## config.mk

```make
export PLATFORM = sky130hd
export DESIGN_NAME = s2mm_top_flat
export DESIGN_NICKNAME = d
export VERILOG_FILES = /design/src/rtl/dma_pkg.sv /design/src/rtl/s2mm_if.sv /design/src/rtl/s2mm_fifo.sv /design/src/rtl/s2mm_top.sv /design/src/flat_wrapper.sv
export SDC_FILE = /design/constraint.sdc
export NUM_CORES = 2
export LEC_CHECK = 0
export CORE_MARGIN = 2
export CORE_UTILIZATION = 30
export DETAILED_ROUTE_END_ITERATION = 12
export GPL_TIMING_DRIVEN = 0
export PLACE_DENSITY = 0.54
export SLEW_MARGIN = 20
export SYNTH_ARGS = -nofsm -noshare
export SYNTH_HDL_FRONTEND = slang
export SYNTH_SLANG_ARGS = --single-unit
export TNS_END_PERCENT = 50
```

## constraint.sdc

```tcl
create_clock -name clk -period 13.45 [get_ports clk]
set_clock_uncertainty 0.1 [all_clocks]
set_input_delay 2.0175 -clock clk [delete_from_list [all_inputs] [get_ports clk]]
set_output_delay 2.0175 -clock clk [all_outputs]
set_load 0.005 [all_outputs]
```

## src/rtl/dma_pkg.sv

```systemverilog
// rtl/dma_pkg.sv - shared constants, FSM state type and byte-count helper for the S2MM path
package dma_pkg;

   localparam logic [1:0] AXI_RESP_OKAY   = 2'b00;
   localparam logic [1:0] AXI_RESP_SLVERR = 2'b10;
   localparam logic [1:0] AXI_RESP_DECERR = 2'b11;

   localparam int BYTES_PER_BEAT = 4;
   localparam int BOUNDARY_4K    = 4096;

   typedef enum logic [2:0] {
      S_IDLE,
      S_FILL,
      S_ADDR,
      S_DATA,
      S_RESP,
      S_DONE
   } s2mm_state_t;

   function automatic logic [2:0] keep_bytes(input logic [3:0] keep);
      keep_bytes = 3'(keep[0]) + 3'(keep[1]) + 3'(keep[2]) + 3'(keep[3]);
   endfunction

endpackage

```

## src/rtl/s2mm_if.sv

```systemverilog
// rtl/s2mm_if.sv - stream-in and AXI write-channel bundles used by the S2MM engine
interface axis_if;
   logic [31:0] tdata;
   logic [3:0]  tkeep;
   logic        tvalid;
   logic        tready;
   logic        tlast;

   modport master (output tdata, tkeep, tvalid, tlast, input tready);
   modport slave  (input tdata, tkeep, tvalid, tlast, output tready);
endinterface

interface axi_wr_if;
   logic [31:0] awaddr;
   logic [7:0]  awlen;
   logic        awvalid;
   logic        awready;
   logic [31:0] wdata;
   logic [3:0]  wstrb;
   logic        wvalid;
   logic        wready;
   logic        wlast;
   logic [1:0]  bresp;
   logic        bvalid;
   logic        bready;

   modport master (output awaddr, awlen, awvalid, wdata, wstrb, wvalid, wlast, bready,
                   input  awready, wready, bresp, bvalid);
   modport slave  (input  awaddr, awlen, awvalid, wdata, wstrb, wvalid, wlast, bready,
                   output awready, wready, bresp, bvalid);
endinterface

```

## src/rtl/s2mm_fifo.sv

```systemverilog
// rtl/s2mm_fifo.sv - synchronous first-word-fall-through beat buffer
module s2mm_fifo #(
   parameter int WIDTH = 36,
   parameter int DEPTH = 32
) (
   input  logic                     clk,
   input  logic                     rst_n,
   input  logic                     push,
   input  logic [WIDTH-1:0]         wdata,
   input  logic                     pop,
   output logic [WIDTH-1:0]         rdata,
   output logic                     full,
   output logic                     empty,
   output logic [$clog2(DEPTH):0]   count
);
   localparam int AW = $clog2(DEPTH);

   logic [WIDTH-1:0] mem [DEPTH];
   logic [AW-1:0]    wr_ptr_q, wr_ptr_d;
   logic [AW-1:0]    rd_ptr_q, rd_ptr_d;
   logic [AW:0]      count_q, count_d;
   logic             do_push, do_pop;

   always_comb begin
      do_push  = push && (count_q != (AW+1)'(DEPTH));
      do_pop   = pop && (count_q != '0);
      wr_ptr_d = do_push ? wr_ptr_q + 1'b1 : wr_ptr_q;
      rd_ptr_d = do_pop  ? rd_ptr_q + 1'b1 : rd_ptr_q;
      count_d  = count_q;
      if (do_push && !do_pop) count_d = count_q + 1'b1;
      if (do_pop && !do_push) count_d = count_q - 1'b1;
   end

   always_ff @(posedge clk or negedge rst_n) begin
      if (!rst_n) begin
         wr_ptr_q <= '0;
         rd_ptr_q <= '0;
         count_q  <= '0;
      end else begin
         wr_ptr_q <= wr_ptr_d;
         rd_ptr_q <= rd_ptr_d;
         count_q  <= count_d;
      end
   end

   // storage array carries no reset; validity is tracked by count_q
   always_ff @(posedge clk) begin
      if (do_push) mem[wr_ptr_q] <= wdata;
   end

   assign rdata = mem[rd_ptr_q];
   assign full  = (count_q == (AW+1)'(DEPTH));
   assign empty = (count_q == '0);
   assign count = count_q;

endmodule

```

## src/rtl/s2mm_top.sv

```systemverilog
// rtl/s2mm_top.sv - S2MM engine: buffers one stream packet per command and writes it as 4 KB-safe INCR bursts
module s2mm_top
   import dma_pkg::*;
#(
   parameter int MAX_BURST  = 16,
   parameter int FIFO_DEPTH = 32,
   parameter int LEN_W      = 16
) (
   input  logic             clk,
   input  logic             rst_n,
   input  logic             cmd_valid,
   output logic             cmd_ready,
   input  logic [31:0]      cmd_addr,
   input  logic [LEN_W-1:0] cmd_max_bytes,
   output logic             sts_valid,
   output logic [LEN_W-1:0] sts_bytes,
   output logic             sts_trunc,
   output logic             sts_error,
   axis_if.slave            s_axis,
   axi_wr_if.master         m_axi
);
   localparam int CW = $clog2(FIFO_DEPTH) + 1;

   s2mm_state_t      state_q, state_d;
   logic [31:0]      addr_q, addr_d;
   logic [LEN_W-1:0] max_q, max_d;
   logic [LEN_W-1:0] acc_q, acc_d;
   logic [LEN_W-1:0] bytes_q, bytes_d;
   logic             trunc_q, trunc_d;
   logic             pkt_end_q, pkt_end_d;
   logic             err_q, err_d;
   logic [31:0]      awaddr_q, awaddr_d;
   logic [7:0]       awlen_q, awlen_d;
   logic [7:0]       beat_q, beat_d;

   logic [35:0]      fifo_rdata;
   logic             fifo_full, fifo_empty;
   logic [CW-1:0]    fifo_count;
   logic             active, accept, drop, push, pop;
   logic [2:0]       beat_bytes;
   logic [11:0]      cnt_ext, beats_to_4k, burst_len;
   logic             burst_go;

   s2mm_fifo #(.WIDTH(36), .DEPTH(FIFO_DEPTH)) u_fifo (
      .clk   (clk),
      .rst_n (rst_n),
      .push  (push),
      .wdata ({s_axis.tkeep, s_axis.tdata}),
      .pop   (pop),
      .rdata (fifo_rdata),
      .full  (fifo_full),
      .empty (fifo_empty),
      .count (fifo_count)
   );

   // Burst sizing: never more than buffered, MAX_BURST, or the beats left before the 4 KB line.
   always_comb begin
      cnt_ext     = 12'(fifo_count);
      beats_to_4k = 12'((13'(BOUNDARY_4K) - {1'b0, addr_q[11:0]}) >> 2);
      burst_len   = cnt_ext;
      if (burst_len > 12'(MAX_BURST)) burst_len = 12'(MAX_BURST);
      if (burst_len > beats_to_4k)    burst_len = beats_to_4k;
      burst_go = (cnt_ext >= 12'(MAX_BURST)) || (cnt_ext >= beats_to_4k) ||
                 (pkt_end_q && !fifo_empty);
   end

   always_comb begin
      active     = (state_q != S_IDLE) && (state_q != S_DONE);
      beat_bytes = keep_bytes(s_axis.tkeep);
      accept     = s_axis.tvalid && s_axis.tready;
      // once truncated, every remaining beat of the packet is swallowed
      drop       = trunc_q ||
                   (({1'b0, acc_q} + (LEN_W+1)'(beat_bytes)) > {1'b0, max_q});
      push       = accept && !drop;
      pop        = m_axi.wvalid && m_axi.wready;
   end

   always_ff @(posedge clk or negedge rst_n) begin
      if (!rst_n) state_q <= S_IDLE;
      else        state_q <= state_d;
   end

   always_comb begin
      state_d = state_q;
      case (state_q)
         S_IDLE: if (cmd_valid) state_d = S_FILL;
         S_FILL: begin
            if (burst_go)       state_d = S_ADDR;
            else if (pkt_end_q) state_d = S_DONE;
         end
         S_ADDR: if (m_axi.awready) state_d = S_DATA;
         S_DATA: if (pop && m_axi.wlast) state_d = S_RESP;
         S_RESP: if (m_axi.bvalid) state_d = (pkt_end_q && fifo_empty) ? S_DONE : S_FILL;
         S_DONE: state_d = S_IDLE;
         default: state_d = S_IDLE;
      endcase
   end

   always_comb begin
      cmd_ready     = (state_q == S_IDLE);
      s_axis.tready = active && !pkt_end_q && (trunc_q || !fifo_full);
      m_axi.awvalid = (state_q == S_ADDR);
      m_axi.awaddr  = awaddr_q;
      m_axi.awlen   = awlen_q;
      m_axi.wvalid  = (state_q == S_DATA) && !fifo_empty;
      m_axi.wdata   = fifo_rdata[31:0];
      m_axi.wstrb   = fifo_rdata[35:32];
      m_axi.wlast   = (state_q == S_DATA) && (beat_q == awlen_q);
      m_axi.bready  = (state_q == S_RESP);
      sts_valid     = (state_q == S_DONE);
      sts_bytes     = bytes_q;
      sts_trunc     = trunc_q;
      sts_error     = err_q;
   end

   always_comb begin
      addr_d    = addr_q;
      max_d     = max_q;
      acc_d     = acc_q;
      bytes_d   = bytes_q;
      trunc_d   = trunc_q;
      pkt_end_d = pkt_end_q;
      err_d     = err_q;
      awaddr_d  = awaddr_q;
      awlen_d   = awlen_q;
      beat_d    = beat_q;
      if (state_q == S_IDLE) begin
         pkt_end_d = 1'b0;
         if (cmd_valid) begin
            addr_d  = cmd_addr & ~32'h3;
            max_d   = cmd_max_bytes;
            acc_d   = '0;
            bytes_d = '0;
            trunc_d = 1'b0;
            err_d   = 1'b0;
         end
      end
      if (accept) begin
         if (drop) trunc_d = 1'b1;
         else      acc_d   = acc_q + LEN_W'(beat_bytes);
         if (s_axis.tlast) pkt_end_d = 1'b1;
      end
      if ((state_q == S_FILL) && burst_go) begin
         awaddr_d = addr_q;
         awlen_d  = 8'(burst_len - 12'd1);
         beat_d   = '0;
      end
      if (pop) begin
         beat_d  = beat_q + 8'd1;
         bytes_d = bytes_q + LEN_W'(keep_bytes(m_axi.wstrb));
      end
      if ((state_q == S_RESP) && m_axi.bvalid) begin
         addr_d = addr_q + (32'(awlen_q) + 32'd1) * 32'(BYTES_PER_BEAT);
         if ((m_axi.bresp == AXI_RESP_SLVERR) || (m_axi.bresp == AXI_RESP_DECERR)) err_d = 1'b1;
      end
   end

   always_ff @(posedge clk or negedge rst_n) begin
      if (!rst_n) begin
         addr_q    <= '0;
         max_q     <= '0;
         acc_q     <= '0;
         bytes_q   <= '0;
         trunc_q   <= 1'b0;
         pkt_end_q <= 1'b0;
         err_q     <= 1'b0;
         awaddr_q  <= '0;
         awlen_q   <= '0;
         beat_q    <= '0;
      end else begin
         addr_q    <= addr_d;
         max_q     <= max_d;
         acc_q     <= acc_d;
         bytes_q   <= bytes_d;
         trunc_q   <= trunc_d;
         pkt_end_q <= pkt_end_d;
         err_q     <= err_d;
         awaddr_q  <= awaddr_d;
         awlen_q   <= awlen_d;
         beat_q    <= beat_d;
      end
   end

endmodule

```

## src/flat_wrapper.sv

```systemverilog
// flat-port wrapper written by rule: the top's interface ports become plain ports
module s2mm_top_flat import dma_pkg::*;
#(
   parameter int MAX_BURST  = 16,
   parameter int FIFO_DEPTH = 32,
   parameter int LEN_W      = 16
)
  (clk, rst_n, cmd_valid, cmd_ready, cmd_addr, cmd_max_bytes, sts_valid, sts_bytes, sts_trunc, sts_error, s_axis_tdata, s_axis_tkeep, s_axis_tvalid, s_axis_tlast, s_axis_tready, m_axi_awaddr, m_axi_awlen, m_axi_awvalid, m_axi_wdata, m_axi_wstrb, m_axi_wvalid, m_axi_wlast, m_axi_bready, m_axi_awready, m_axi_wready, m_axi_bresp, m_axi_bvalid);
  axis_if s_axis_i ();
  axi_wr_if m_axi_i ();
  input  logic clk;
  input  logic rst_n;
  input  logic cmd_valid;
  output logic cmd_ready;
  input  logic [31:0] cmd_addr;
  input  logic [LEN_W-1:0] cmd_max_bytes;
  output logic sts_valid;
  output logic [LEN_W-1:0] sts_bytes;
  output logic sts_trunc;
  output logic sts_error;
  input wire logic [$bits(s_axis_i.tdata)-1:0] s_axis_tdata;
  input wire logic [$bits(s_axis_i.tkeep)-1:0] s_axis_tkeep;
  input wire logic [$bits(s_axis_i.tvalid)-1:0] s_axis_tvalid;
  input wire logic [$bits(s_axis_i.tlast)-1:0] s_axis_tlast;
  output wire logic [$bits(s_axis_i.tready)-1:0] s_axis_tready;
  output wire logic [$bits(m_axi_i.awaddr)-1:0] m_axi_awaddr;
  output wire logic [$bits(m_axi_i.awlen)-1:0] m_axi_awlen;
  output wire logic [$bits(m_axi_i.awvalid)-1:0] m_axi_awvalid;
  output wire logic [$bits(m_axi_i.wdata)-1:0] m_axi_wdata;
  output wire logic [$bits(m_axi_i.wstrb)-1:0] m_axi_wstrb;
  output wire logic [$bits(m_axi_i.wvalid)-1:0] m_axi_wvalid;
  output wire logic [$bits(m_axi_i.wlast)-1:0] m_axi_wlast;
  output wire logic [$bits(m_axi_i.bready)-1:0] m_axi_bready;
  input wire logic [$bits(m_axi_i.awready)-1:0] m_axi_awready;
  input wire logic [$bits(m_axi_i.wready)-1:0] m_axi_wready;
  input wire logic [$bits(m_axi_i.bresp)-1:0] m_axi_bresp;
  input wire logic [$bits(m_axi_i.bvalid)-1:0] m_axi_bvalid;
  assign s_axis_i.tdata = s_axis_tdata;
  assign s_axis_i.tkeep = s_axis_tkeep;
  assign s_axis_i.tvalid = s_axis_tvalid;
  assign s_axis_i.tlast = s_axis_tlast;
  assign s_axis_tready = s_axis_i.tready;
  assign m_axi_awaddr = m_axi_i.awaddr;
  assign m_axi_awlen = m_axi_i.awlen;
  assign m_axi_awvalid = m_axi_i.awvalid;
  assign m_axi_wdata = m_axi_i.wdata;
  assign m_axi_wstrb = m_axi_i.wstrb;
  assign m_axi_wvalid = m_axi_i.wvalid;
  assign m_axi_wlast = m_axi_i.wlast;
  assign m_axi_bready = m_axi_i.bready;
  assign m_axi_i.awready = m_axi_awready;
  assign m_axi_i.wready = m_axi_wready;
  assign m_axi_i.bresp = m_axi_bresp;
  assign m_axi_i.bvalid = m_axi_bvalid;
  s2mm_top #(.MAX_BURST(MAX_BURST), .FIFO_DEPTH(FIFO_DEPTH), .LEN_W(LEN_W)) u_core (.clk(clk), .rst_n(rst_n), .cmd_valid(cmd_valid), .cmd_ready(cmd_ready), .cmd_addr(cmd_addr), .cmd_max_bytes(cmd_max_bytes), .sts_valid(sts_valid), .sts_bytes(sts_bytes), .sts_trunc(sts_trunc), .sts_error(sts_error), .s_axis(s_axis_i), .m_axi(m_axi_i));
endmodule
```

==> results.sh <==
export IMPL_status="finished, final reports clean"
export IMPL_grt_max_degree=87
export IMPL_final_cell_mix="1152 x edfxtp_1, 361 x mux4_2, 201 x nand2_1"
export IMPL_crit_start="s_axis_tkeep[0]"
export IMPL_synth_compound_area_share_pct=2.68
export IMPL_worst_slack_ns=5.43
export IMPL_fp_row_count=153
export IMPL_via_per_inst=4.99
export IMPL_rsz0062_at_grt="no"
export IMPL_dp_hpwl_um=89200
export IMPL_port_buffers=189
export IMPL_ios=195
export IMPL_die_w_um=423
export IMPL_worstSetupStartpointType="primary input"
export IMPL_postCtsHoldBufs=0
export IMPL_yosysTopAreaCellShare_pct=65.7
export IMPL_reg2reg_slack_ns=6.20
export IMPL_min_from="u_core.m_axi.awaddr[11]"
export IMPL_max_cap_violations=0
export IMPL_n_fill_cell=16000
export IMPL_path_class="primary input to flop"
export IMPL_crit_path_end_kind="flop"
export IMPL_synth_area_top_cells="edfxtp_1 66%, mux4_2 15%, dfrtp_1 6.9%"
export IMPL_drive_above_1_share_pct=24.0
export IMPL_design_die_area_um2=179000
export IMPL_place_congestion=0.791
export IMPL_grt_overflow_total=0
export IMPL_arrival_ns=8.62
export IMPL_place_ws_ns=3.67
export IMPL_post_cts_resized=0
export IMPL_clk_pin_slew_ns=0.06
export IMPL_tns_ns=0
export IMPL_synth_avg_cell_area_um2=19.7
export IMPL_cts_buffer_depth=3
export IMPL_synth_top_family_by_area="multiplexers"
export IMPL_cts_setup_buffers=0
export IMPL_cts_sinks=1298
export IMPL_wl_met2_um=67200
export IMPL_nets=3198
export IMPL_fmax_mhz=125
export IMPL_hold_path_depth=2
export IMPL_yosysUniqueCellTypes=73
export IMPL_slowest_stage="or4b_1"
export IMPL_crit_required_ns=14.05
export IMPL_antenna_found_initial=7
export IMPL_p_leak_nw=20.5
export IMPL_cp_max_fo=33
export IMPL_htree_levels=4
export IMPL_tightest_slew_ns=1.12
export IMPL_start_util_pct=30.2
export IMPL_drv_slew=0
export IMPL_syn_inst=2671
export IMPL_drc=0
export IMPL_fp_coreArea_um2=174000
export IMPL_areaGrowthSynthToFinish_pct=19.3
export IMPL_wirelength_um=140000
export IMPL_clk_latency_ns=0.79
export IMPL_min_path_type="flop to flop"
export IMPL_crit_top_cell="ha_1"
export IMPL_async_reset_ff_share_pct=11.2
export IMPL_relSlewSlack_pct=25.4
export IMPL_synthMuxAreaShare_pct=16.5
export IMPL_met3_length_um=8060
export IMPL_top_layer_used="met5"
export IMPL_synth_xor_area_share_pct=0.965
export IMPL_routedLengthMet1_um=61300
export IMPL_synth_seq_area_share_pct=72.7
export IMPL_power_density_nw_per_um2=132
export IMPL_ant_nets=0
export IMPL_synth_flop_cell="edfxtp_1"
export IMPL_grt_pass1_vias=28000
export IMPL_synth_simple_gate_area_share_pct=3.94
export IMPL_ys_ff_latch=1298
export IMPL_synth_top_cell_by_area="edfxtp_1"
export IMPL_min_period_ns=8.02
export IMPL_reg2reg_depth=18
export IMPL_cts_tree="done"
export IMPL_min_period_over_period_pct=59.6
export IMPL_cpPeakStageDelay_ns=0.51
export IMPL_cts_root_buf="clkbuf_16"
export IMPL_yosys_warnings=0
export IMPL_r2r_end="u_core.sts_bytes[12]"
export IMPL_peakVddDrop_mv=0.110
export IMPL_final_common_cell="edfxtp_1"
export IMPL_grtUsageTotal_pct=15.6
export IMPL_drt_iter0_markers=2636
export IMPL_synth_edff_count=1152
export IMPL_grt_first_pass_wirelength_um=201000
export IMPL_cts_made_buffers=141
export IMPL_dr_pass1_iters=6
export IMPL_num_vias=27300
export IMPL_hold_violations=0
export IMPL_min_to="u_core.m_axi.awaddr[11]"
export IMPL_finalSetupViolations=0
export IMPL_die_y_um=423
export IMPL_synth_fa_ha_area_share_pct=1.62
export IMPL_r2r_start="u_core.u_fifo.rd_ptr_q[1]"
export IMPL_wire_per_inst_um=25.6
export IMPL_syn_area_um2=52600
-- state kept, by name, summed over array words and instances (netlist names), 5 cells and up --
signal / cells
u_core.acc_q: 16
u_core.addr_q: 30
u_core.beat_q: 8
u_core.m_axi.awaddr: 30
u_core.m_axi.awlen: 8
u_core.max_q: 16
u_core.sts_bytes: 16
u_core.u_fifo.count: 6
u_core.u_fifo.mem: 1152
u_core.u_fifo.rd_ptr_q: 5
u_core.u_fifo.wr_ptr_q: 5
-- critical path: cells and delay by family --
family | cells | cell delay (ns)
simple gates | 4 | 0.86
fa+ha+maj | 6 | 1.61
buf+inv | 8 | 1.49
xor+xnor | 2 | 0.34
compound gates | 10 | 2.29
-- metal layers --
metal | track usage, % | vias up
li1 | - | 11600
met1 | 21.6 | 14600
met2 | 25.0 | 885
met3 | 2.79 | 197
met4 | 4.61 | 2
met5 | 0 | -
-- through the flow --
| stage | power [mW] | hold slack [ns] | util [%] | cell area, um2 | instances |
|---|---|---|---|---|---|
| after floorplan | 4.48 | 0.352 | - | 52600 | 2673 |
| after global placement | 4.56 | 0.363 | 33.0 | 57400 | 5187 |
| after detailed placement | 4.57 | 0.361 | 33.5 | 58400 | 5221 |
| after CTS | 8.36 | 0.379 | 36.1 | 62900 | 5476 |
| after global routing | 8.51 | 0.391 | 36.1 | 62800 | 5477 |
| final | 8.26 | 0.373 | 36.1 | 62800 | 5478 |
-- kinds of logic (layout without fill, tap and decap cells) --
logic type                 count (synthesis)  after routing
muxes                                    411            411
and+or+nand+nor                          434            434
other                                      1              5
xor gates and xnor gates                  58             58
buffers and inverters                    189            667
AOI/OAI and AO/OA                        215            215
adders and majority gates                 65             65
DFF                                     1298           1298
-- how the worst max path moves through the flow --
stage | to | cells after the start
after floorplan | u_core.u_fifo.mem[15][0] | 21
after global placement | u_core.u_fifo.mem[15][13] | 22
after detailed placement | u_core.u_fifo.count[5] | 30
after CTS | u_core.u_fifo.count[5] | 30
after global routing | u_core.u_fifo.count[5] | 29
final | u_core.u_fifo.count[5] | 30
-- Yosys cell counts (4+ instances only) --
master	count
edfxtp_1	1152
mux4_2	361
nand2_1	201
dfrtp_1	146
clkbuf_1	71
nor2_1	61
ha_1	60
inv_1	51
and3_1	44
o21ai_0	41
mux2_2	38
buf_2	36
a21oi_1	33
o21ai_1	31
xor2_1	31
nand3_1	28
xnor2_1	27
nand4_1	19
a21o_1	18
nor3_1	18
o211ai_1	13
buf_1	11
mux2i_1	11
a31oi_1	9
buf_4	9
buf_6	8
nor3b_1	8
o311ai_1	8
a211oi_1	7
a221o_1	7
and2_1	7
nand2b_1	7
nor4_1	7
o21a_1	6
or3_1	6
a22oi_1	5
and3b_1	5
and4_1	5
fa_1	5
nor2b_1	5
o22ai_1	5
o31ai_1	5
a211o_1	4
-- area by class of cell --
| class | count | area (um2) | area share [%] |
|---|---|---|---|
| antenna | 2 | 5.00 | 0.00797 |
| buffer | 135 | 658 | 1.05 |
| clock buffer | 188 | 3820 | 6.08 |
| clock inverter | 67 | 691 | 1.10 |
| inverter | 54 | 203 | 0.323 |
| multi-input combinational | 1186 | 13700 | 21.8 |
| sequential | 1298 | 38200 | 60.9 |
| tap | 2325 | 2910 | 4.63 |
| timing repair buffer | 223 | 2570 | 4.09 |
-- report_power, final --
group	internal, mW	switching (mW)
clock network	2.15	1.63
registers	4.39	0
logic	0.0238	0.0649
total	6.57	1.70
No activity file was read; power rests on OpenSTA's default activity.
